File: config.mk
export PLATFORM = sky130hd
export DESIGN_NAME = rr_task_scheduler
export DESIGN_NICKNAME = d
export VERILOG_FILES = /design/src/rtl/rr_task_scheduler.sv
export SDC_FILE = /design/constraint.sdc
export NUM_CORES = 1
export LEC_CHECK = 0
export BUFFER_PORTS_ARGS = -buffer_cell sky130_fd_sc_hd__buf_2
export CAP_MARGIN = 10
export CORE_MARGIN = 1.5
export CORE_UTILIZATION = 48
export CTS_CLUSTER_DIAMETER = 60
export DETAILED_ROUTE_END_ITERATION = 10
export PLACE_DENSITY = 0.76
export SYNTH_ARGS = -nofsm -noshare
export SYNTH_HDL_FRONTEND = slang
export SYNTH_SLANG_ARGS = --single-unit
File: constraint.sdc
create_clock -name aclk -period 3 [get_ports aclk]
set_input_delay 0.3 -clock aclk [delete_from_list [all_inputs] [get_ports aclk]]
set_output_delay 0.3 -clock aclk [all_outputs]
set_load 0.05 [all_outputs]
File: src/rtl/rr_task_scheduler.sv
// rtl/rr_task_scheduler.sv - priority scheduler with round-robin among equal priorities and a tick-based time slice
module rr_task_scheduler #(
    parameter int NUM_TASKS   = 16,
    parameter int ID_W        = 8,
    parameter int PRIO_W      = 6,
    parameter int ADDR_W      = 32,
    parameter int SLICE_TICKS = 4
) (
    input  logic                        aclk,
    input  logic                        areset,
    input  logic                        tick_in,
    input  logic [NUM_TASKS-1:0]        ready_in,
    input  logic [NUM_TASKS*PRIO_W-1:0] prio_in,
    input  logic                        yield_in,
    output logic [ID_W-1:0]             tcb_rd_id_out,
    input  logic [ADDR_W-1:0]           tcb_rd_data_in,
    output logic                        tick_out,
    output logic [ID_W-1:0]             idtask_out,
    output logic [ADDR_W-1:0]           addrtcb_out,
    output logic                        ctx_switch_out,
    output logic                        idle_out,
    output logic                        busy_out
);
    localparam int IDX_W = $clog2(NUM_TASKS);
    localparam logic [ID_W-1:0] IDLE_ID      = '1;
    localparam logic [7:0]      SLICE_RELOAD = 8'(SLICE_TICKS);

    typedef enum logic [2:0] {S_IDLE, S_SCAN, S_FETCH, S_COMMIT, S_COMMIT_IDLE} state_t;

    state_t                      state_q, state_d;
    logic                        tick_r_q, tick_r_d, tick_p_q, tick_p_d;
    logic                        tick_out_q, tick_out_d;
    logic [7:0]                  slice_q, slice_d;
    logic                        pending_q, pending_d;
    logic [NUM_TASKS-1:0]        ready_prev_q, ready_prev_d;
    logic [NUM_TASKS*PRIO_W-1:0] prio_prev_q, prio_prev_d;
    logic [IDX_W-1:0]            scan_idx_q, scan_idx_d;
    logic [IDX_W-1:0]            scan_cnt_q, scan_cnt_d;
    logic [IDX_W-1:0]            best_q, best_d;
    logic [PRIO_W-1:0]           best_prio_q, best_prio_d;
    logic                        found_q, found_d;
    logic [ID_W-1:0]             tcb_rd_id_q, tcb_rd_id_d;
    logic [ID_W-1:0]             idtask_q, idtask_d;
    logic [ADDR_W-1:0]           addrtcb_q, addrtcb_d;
    logic                        ctx_q, ctx_d;
    logic                        idle_q, idle_d;

    logic                        tick_edge, expire, pending_set, take;
    logic                        slot_ready;
    logic [PRIO_W-1:0]           slot_prio;

    assign tick_edge  = tick_r_q & ~tick_p_q;
    assign slot_ready = ready_in[scan_idx_q];
    assign slot_prio  = prio_in[32'(scan_idx_q)*PRIO_W +: PRIO_W];

    always_comb begin
        state_d      = state_q;
        tick_r_d     = tick_in;
        tick_p_d     = tick_r_q;
        tick_out_d   = tick_edge;
        slice_d      = slice_q;
        ready_prev_d = ready_in;
        prio_prev_d  = prio_in;
        scan_idx_d   = scan_idx_q;
        scan_cnt_d   = scan_cnt_q;
        best_d       = best_q;
        best_prio_d  = best_prio_q;
        found_d      = found_q;
        tcb_rd_id_d  = tcb_rd_id_q;
        idtask_d     = idtask_q;
        addrtcb_d    = addrtcb_q;
        ctx_d        = 1'b0;
        idle_d       = idle_q;
        expire       = 1'b0;
        take         = 1'b0;

        // The slice only runs while a task owns the CPU; idle holds it full.
        if (tick_edge && !idle_q) begin
            if (slice_q <= 8'd1) begin
                slice_d = SLICE_RELOAD;
                expire  = 1'b1;
            end else begin
                slice_d = slice_q - 8'd1;
            end
        end

        pending_set = expire | yield_in | (ready_in != ready_prev_q) | (prio_in != prio_prev_q);
        pending_d   = pending_q | pending_set;

        case (state_q)
            S_IDLE: begin
                if (pending_q) begin
                    pending_d   = pending_set;
                    scan_idx_d  = idle_q ? '0 : idtask_q[IDX_W-1:0] + IDX_W'(1);
                    scan_cnt_d  = '0;
                    best_d      = '0;
                    best_prio_d = '0;
                    found_d     = 1'b0;
                    state_d     = S_SCAN;
                end
            end
            S_SCAN: begin
                // Strictly-greater keeps the earliest slot after the current task on ties.
                take = slot_ready && (!found_q || (slot_prio > best_prio_q));
                if (take) begin
                    best_d      = scan_idx_q;
                    best_prio_d = slot_prio;
                    found_d     = 1'b1;
                end
                scan_idx_d = scan_idx_q + IDX_W'(1);
                scan_cnt_d = scan_cnt_q + IDX_W'(1);
                if (&scan_cnt_q) begin
                    if (found_d) begin
                        tcb_rd_id_d = ID_W'(best_d);
                        state_d     = S_FETCH;
                    end else begin
                        state_d = S_COMMIT_IDLE;
                    end
                end
            end
            S_FETCH: state_d = S_COMMIT;
            S_COMMIT: begin
                addrtcb_d = tcb_rd_data_in;
                idtask_d  = ID_W'(best_q);
                idle_d    = 1'b0;
                ctx_d     = (idtask_q != ID_W'(best_q));
                slice_d   = SLICE_RELOAD;
                state_d   = S_IDLE;
            end
            S_COMMIT_IDLE: begin
                addrtcb_d = '0;
                idtask_d  = IDLE_ID;
                idle_d    = 1'b1;
                ctx_d     = !idle_q;
                slice_d   = SLICE_RELOAD;
                state_d   = S_IDLE;
            end
            default: state_d = S_IDLE;
        endcase
    end

    always_ff @(posedge aclk) begin
        if (areset) begin
            state_q      <= S_IDLE;
            tick_r_q     <= 1'b0;
            tick_p_q     <= 1'b0;
            tick_out_q   <= 1'b0;
            slice_q      <= SLICE_RELOAD;
            pending_q    <= 1'b0;
            // Track the inputs through reset so leaving reset is not seen as a change.
            ready_prev_q <= ready_in;
            prio_prev_q  <= prio_in;
            scan_idx_q   <= '0;
            scan_cnt_q   <= '0;
            best_q       <= '0;
            best_prio_q  <= '0;
            found_q      <= 1'b0;
            tcb_rd_id_q  <= '0;
            idtask_q     <= IDLE_ID;
            addrtcb_q    <= '0;
            ctx_q        <= 1'b0;
            idle_q       <= 1'b1;
        end else begin
            state_q      <= state_d;
            tick_r_q     <= tick_r_d;
            tick_p_q     <= tick_p_d;
            tick_out_q   <= tick_out_d;
            slice_q      <= slice_d;
            pending_q    <= pending_d;
            ready_prev_q <= ready_prev_d;
            prio_prev_q  <= prio_prev_d;
            scan_idx_q   <= scan_idx_d;
            scan_cnt_q   <= scan_cnt_d;
            best_q       <= best_d;
            best_prio_q  <= best_prio_d;
            found_q      <= found_d;
            tcb_rd_id_q  <= tcb_rd_id_d;
            idtask_q     <= idtask_d;
            addrtcb_q    <= addrtcb_d;
            ctx_q        <= ctx_d;
            idle_q       <= idle_d;
        end
    end

    assign tcb_rd_id_out  = tcb_rd_id_q;
    assign tick_out       = tick_out_q;
    assign idtask_out     = idtask_q;
    assign addrtcb_out    = addrtcb_q;
    assign ctx_switch_out = ctx_q;
    assign idle_out       = idle_q;
    assign busy_out       = (state_q != S_IDLE);
endmodule

* Word-level counts from Yosys, hierarchy flattened
Cells that the tools add are included.
** Word-level totals
- Input bits :: 148
- Register bits after elaboration :: 192
- Word-level logic and storage cells :: 87
- Output and inout bits :: 52
** Cells by class
- Eq/ne operators :: 10
- $add $sub $neg :: 4
- Order comparisons :: 3
- Multipliers :: 1
- Reductions and logical operators :: 15
- Mux-type cells :: 29
- Bitwise operators :: 6
- Shift operators :: 1
** Operators by type and width (count)
- 96-bit inequality test :: 1
- 96-bit by 8-bit variable part select with 6-bit output :: 1
- 32-bit case mux with 2 select lines :: 1
- 4-bit case mux with 2 select lines :: 3
- 4-bit two-way mux :: 4
- 16-bit inequality test :: 1
- 8-bit case mux with 2 select lines :: 1
- 4-bit by 1-bit adder with 4-bit output (second input constant) :: 3
- 6-bit two-way mux :: 2
- 6-bit case mux with 2 select lines :: 1
- 3-bit two-way mux :: 3
- 3-bit case mux with 3 select lines :: 1
- 8-bit by 1-bit <= comparator with 1-bit output (second input constant) :: 1
- 1-bit two-way mux :: 8
- 8-bit two-way mux :: 1
- 8-bit by 4-bit inequality test with 1-bit output :: 1
- 8-bit by 1-bit subtractor with 8-bit output (second input constant) :: 1
- 3-bit by 2-bit == test with 1-bit output (second input constant) :: 2
- 6-bit > comparator :: 1
- 4-bit by 2-bit multiplier with 6-bit output (second input constant) :: 1
- 2-bit inequality test (second input constant) :: 3
- 1-bit case mux with 2 select lines :: 3
- 6-bit AND reduction :: 1
- 4-bit by 5-bit < comparator with 1-bit output (second input constant) :: 1
- 16 further kinds :: 23

* Longest topological paths before layout
- Depth in word-level cells :: 10
- Depth in mapped cells :: 12
- Mapped depth without buffers :: 9

* Least setup slack after synthesis
No wires, ideal clock.
- Path type :: reg2reg
- Start :: reg scan_idx_q[0]
- End :: reg tcb_rd_id_q[2], in the netlist tcb_rd_id_out[2]
- Path buffers :: 2
- Slack :: -0.312 ns
- Arrival time :: 3.221 ns
- Data required time :: 2.909 ns
- Stages on the path, launching flop included :: 11
- Clock period less this slack :: 3.312 ns
- Library setup time :: 0.091 ns
- Cell sequence :: dfxtp_1 buf_2 mux4_2 mux4_2 ha_1 and4_1 and4_1 a31oi_1 clkbuf_1 nand3_1 a311oi_1
** On the way
- Word-level cells in the longest chain between the ends :: 8
- Elaborated cells between the ends (all ways) :: 11
- Classes of those cells :: mul (1); order compare (1); shift (1); mux (5); reduce/logical (3)
** Ends and longest elaborated chain
- start, declared :: RTL line 37 : logic [IDX_W-1:0] scan_idx_q, scan_idx_d;
- start signal, assigned :: RTL line 172 : scan_idx_q <= scan_idx_d;
- 4-bit by 2-bit multiplier with 6-bit output :: RTL line 54 : assign slot_prio = prio_in[32'(scan_idx_q)*PRIO_W +: PRIO_W];
- 96-bit by 8-bit variable part select with 6-bit output :: RTL line 54
- 6-bit > comparator :: RTL line 104 : take = slot_ready && (!found_q || (slot_prio > best_prio_q));
- 1-bit logical OR :: RTL line 104
- 1-bit logical AND * :: RTL line 104
- 1-bit two-way mux :: RTL line 105 : if (take) begin
- 1-bit two-way mux :: RTL line 90 : case (state_q)
- 6-bit AND reduction (no line)
- end signal, assigned :: RTL line 177 : tcb_rd_id_q <= tcb_rd_id_d;
- end, declared :: RTL line 42 : logic [ID_W-1:0] tcb_rd_id_q, tcb_rd_id_d;
Mark *: on every way between the ends. The rest lies on a longest branch, timed or not. The select of a mux whose other input is x is not followed.
A chain may end at the register's enable or synchronous reset.

* Worst setup path in the final report
- Start :: reg scan_idx_q[0]
- End :: reg best_q[1]
** On the way
- Word-level cells in the longest chain between the ends :: 7
- Elaborated cells between the ends (all ways) :: 9
- Classes of those cells :: mul (1); order compare (1); shift (1); mux (4); reduce/logical (2)
** Ends and longest elaborated chain
- 4-bit by 2-bit multiplier with 6-bit output :: RTL line 54
- 96-bit by 8-bit variable part select with 6-bit output :: RTL line 54
- 6-bit > comparator :: RTL line 104
- 1-bit logical OR :: RTL line 104
- 1-bit logical AND * :: RTL line 104
- 4-bit two-way mux * :: RTL line 105
- 4-bit case mux with 2 select lines * :: RTL line 90
- end signal, assigned :: RTL line 174 : best_q <= best_d;
- end, declared :: RTL line 39 : logic [IDX_W-1:0] best_q, best_d;
Marked as above.

==> flow_results.org <==
** Run status
- Result of the run :: finished with violations
- Violated checks :: setup timing

** Placement
- During placement, the flow inserted port buffers numbering 195.
- The congestion estimate from routability-driven global placement came to about 0.98.
- Detailed placement ended at an HPWL of about 18,000 um.
- Post-placement cell area :: 9590 um^2

** Synthesis
- Of all flip-flops after synthesis, the portion carrying an async set or reset was 0%.
- Simple logic cell fraction of the synthesized area :: between 10% and 20%
- The synthesized design contains 188 register bits.
- The synthesized design contains 0 enable-type register cells.
- Post-synthesis adder-cell area fraction :: around 1.7%
- Summing the sequential cell areas from Yosys gives between 40 and 50% of the chip area.
- XOR/XNOR Fraction of Synth Area :: under 10%
- Unique cell type count in the Yosys netlist :: between 60 and 70
- Synthesized-area fraction occupied by ao, oa, aoi and oai cells :: between 10 and 15%
- Synth Instances :: between 700 and 800
- Synth area leaders :: dfxtp_1, mux4_2, xor2_1, nor2b_1, a22o_1
- In this run the mean area of a mapped cell was between 10 and 15 um^2.
- Share of Yosys cell area claimed by the top area cell type :: ~48%
- Top FF cell, synth :: dfxtp_1
- Biggest area consumer among synthesized cells :: dfxtp_1
- After synthesis the cells add up to 7890 um^2.
- After synthesis, the largest family of logic cells by area is simple AND/OR/NAND/NOR gates.
- Portion of netlist area occupied by mux cells :: around a tenth
- Yosys printed 0 warnings.

** Global routing
- Global routing used approximately 6.6% of the available met3 tracks.
- Met1 capacity usage during global routing :: about 36%
- The number of global-route vias before repair was slightly below 7,000.
- Largest net degree at the start of global routing :: 40
- Remaining global-route overflow :: 0
- The number of antenna violations at the first check in global routing came to 0.
- For this run, global-route usage on met2 was measured as between 40% and 50%.
- In this run the most used layer during global routing was met2.
- The first global-routing pass estimated around 37,000 um of wire.
- Total global-route track usage :: 27.6%

** Worst setup path
- STA classifies the critical path startpoint as a flop.
- Along the worst path, the maximum fanout reaches 7.
- Type of the worst setup path :: reg2reg
- At the worst endpoint, the required time is approximately 3.3 ns.
- The worst setup path is captured at a flop.
- Worst endpoint data arrival time :: 3.44 ns

** STA
- Final min period :: ~3.2 ns
- After layout, the worst setup slack is -0.162 ns.
- Setup repair after global routing could not meet its margin everywhere.
- Final setup violation count :: 13
- The max-slew violation count was 0.
- Worst relative slew slack :: 23.8%
- At the pin with the least slew margin, the transition time is ~1.1 ns.
- After layout, the worst path uses 105% of the clock period.
- Layout Skew :: roughly 0.0076 ns
- Number of hold violations in the final report :: 0
- Static timing analysis puts the maximum clock frequency at between 300 and 400 MHz.

** Power
- For this design the ratio of total power to cell area is approximately 550 nW/um^2.
- Overall power :: 5.74 mW
- Maximum resistive drop on vdd :: just over 0.4 mV
- The analysis attributes to cell leakage a power of approximately 4.5 nW.

** Cells and area
- After routing the design area is approximately 11,000 um^2.
- Number of diodes added for antenna fixing :: 0
- Share of cells above drive strength 1 :: 38.2%
- From synthesis to final layout, the design area changed by 33.2%.
- Net count, final :: 1,153
- Once layout is complete, the utilization of the core stands at about two thirds.

** Drt
- The routed design has 23,900 um of wire.
- Iteration-0 DRC Markers :: 597
- The first detailed-routing pass took 5 iterations.
- After detailed routing, the average wire length per cell comes to slightly below 20 um.
- Detailed-route via count :: 6,943
- Via density per instance :: ~5.7
- Residual DRC :: 0
- Antenna viol nets, final :: 0

** Clock tree
- Clock Tree Root :: clkbuf_16
- H-tree lvl count :: 4
- For this design, the sink count on the clock tree is roughly 190.
- Number of buffers inserted during clock tree synthesis :: 17
- Clock insertion delay at the later pin of the skew report :: 0.43 ns
- TritonCTS built the clock tree.
- After clock tree synthesis, the clock-pin slew on the worst setup and hold paths is about 0.07 ns.
- Counting along the longest clock path gives a buffer depth of 2.

** Floorplan
- Standard-cell row count :: 46
- 200 I/O pins were placed.
- In this run the standard cell core region covers 15,900 um^2.
- Vertical extent of the die :: roughly 130 um
- The die is 131 um wide.
- The die covers around 17,000 um^2.
- Effective utilization at floorplan :: 49.5%

** Worst hold path
- The tightest min-delay check is of the in2reg type.

** Run
- Max-cap viol count :: 0
cell usage in the layout (no fill, tap or decap), drive strengths merged, types with 3 or more instances in the layout:
cell	netlist	routed
clkbuf	17	19
nor4	17	17
inv	46	53
a221oi	6	6
o22ai	14	14
nand2	12	12
nor3	11	11
nor2b	47	47
nand4	20	20
a211oi	5	5
nand2b	16	16
a31oi	5	5
nor2	31	31
a311oi	4	4
o311ai	9	9
nand3	11	11
xnor2	17	17
o2111a	3	3
clkinv	0	3
a22o	32	32
nor3b	5	5
dlygate4sd3	0	4
a21oi	20	20
ha	11	11
xor2	54	54
buf	24	281
a2111oi	15	15
or4	5	5
dfxtp	188	188
mux4	32	32
or3	3	3
mux2	5	5
o21ai	16	16
conb	1	4
where the power goes:
part	internal (mW)	switching, mW	leakage (nW)
sequential	2.59	0.0533	1.56
clock	1.23	1.05	0.290
combinational	0.399	0.418	2.61
cell type report:
cell class / count / area [um^2]
Fill cell: 1250 / 5440
Multi-Input combinational cell: 456 / 3940
Sequential cell: 188 / 3770
Timing Repair Buffer: 285 / 1750
Clock buffer: 19 / 453
Tap cell: 216 / 270
Inverter: 46 / 173
Clock inverter: 13 / 148
flip-flops by register name (all words and copies together), names as in the netlist, 3 cells and up:
signal         cells
prio_prev_q       96
idtask_out         5
addrtcb_out       32
tcb_rd_id_out      4
slice_q            8
ready_prev_q      16
best_prio_q        6
best_q             4
state_q            3
scan_idx_q         4
scan_cnt_q         4
timing repair:
action | CTS | global route
gates cloned | 1 | 0
setup buffers | 6 | 0
gates resized for setup | 23 | 6
setup endpoints to repair | 14 | 14
pin swaps | 9 | 6
hold buffers | 4 | 0
endpoints found under the hold margin | 4 | 0
cells by family after synthesis:
family	after synthesis
flops	188
simple gates	188
compound gates	145
buf+inv	87
xor+xnor	71
mux	37
fa+ha+maj	11
other cells	1
synth_stat cells (14+ instances only):
library cell / n
xor2_1: 54
nand4_1: 20
a2111oi_0: 15
clkbuf_1: 17
nand2b_1: 16
inv_1: 45
o22ai_1: 14
nor4_1: 17
a21oi_1: 20
dfxtp_1: 188
xnor2_1: 17
a22o_1: 32
nor2b_1: 47
nor2_1: 30
mux4_2: 32
final timing paths:
check | to | depth (start not counted) | slack [ns] | from
max | best_q[1]$_SDFFE_PP0P_ | 11 | -0.16 | scan_idx_q[0]$_SDFFE_PP0P_
min | ready_prev_q[8]$_DFF_P_ | 1 | 0.02 | ready_in[8]
max reg2reg | best_q[1]$_SDFFE_PP0P_ | 11 | -0.16 | scan_idx_q[0]$_SDFFE_PP0P_
min reg2reg | tick_out$_SDFF_PP0_ | 1 | 0.46 | tick_p_q$_SDFF_PP0_
metrics by stage:
step / TNS [ns] / worst slack [ns] / std cells / hold WS, ns
after floorplan: 0 / 0.0117 / 731 / 0.328
after global routing: -2.59 / -0.220 / 1223 / 0.000689
after detailed placement: -1.56 / -0.261 / 1180 / 0.441
after CTS: -0.867 / -0.0970 / 1223 / 0.00147
final: -1.48 / -0.162 / 1223 / 0.0195
after global placement: -1.09 / -0.190 / 1180 / 0.436
worst max-delay path: stages (launching register included):
cell	delay (ns)
dfxtp_4	0.37
buf_12	0.11
buf_12	0.11
mux4_2	0.51
mux4_2	0.54
ha_4	0.29
and4_4	0.23
o21ai_2	0.08
a31o_4	0.27
buf_6	0.15
o311ai_4	0.24
a21oi_1	0.11
routing by layer:
| metal | part of all wire [%] | wire (um) | vias up |
|---|---|---|---|
| met5 | 0 | 0 | - |
| met4 | 4.4 | 1040 | 0 |
| met3 | 9.2 | 2190 | 75 |
| met2 | 45 | 10700 | 393 |
| met1 | 42 | 9940 | 3276 |
| li1 | - | - | 3199 |
Power figures use the tool's default switching activity.
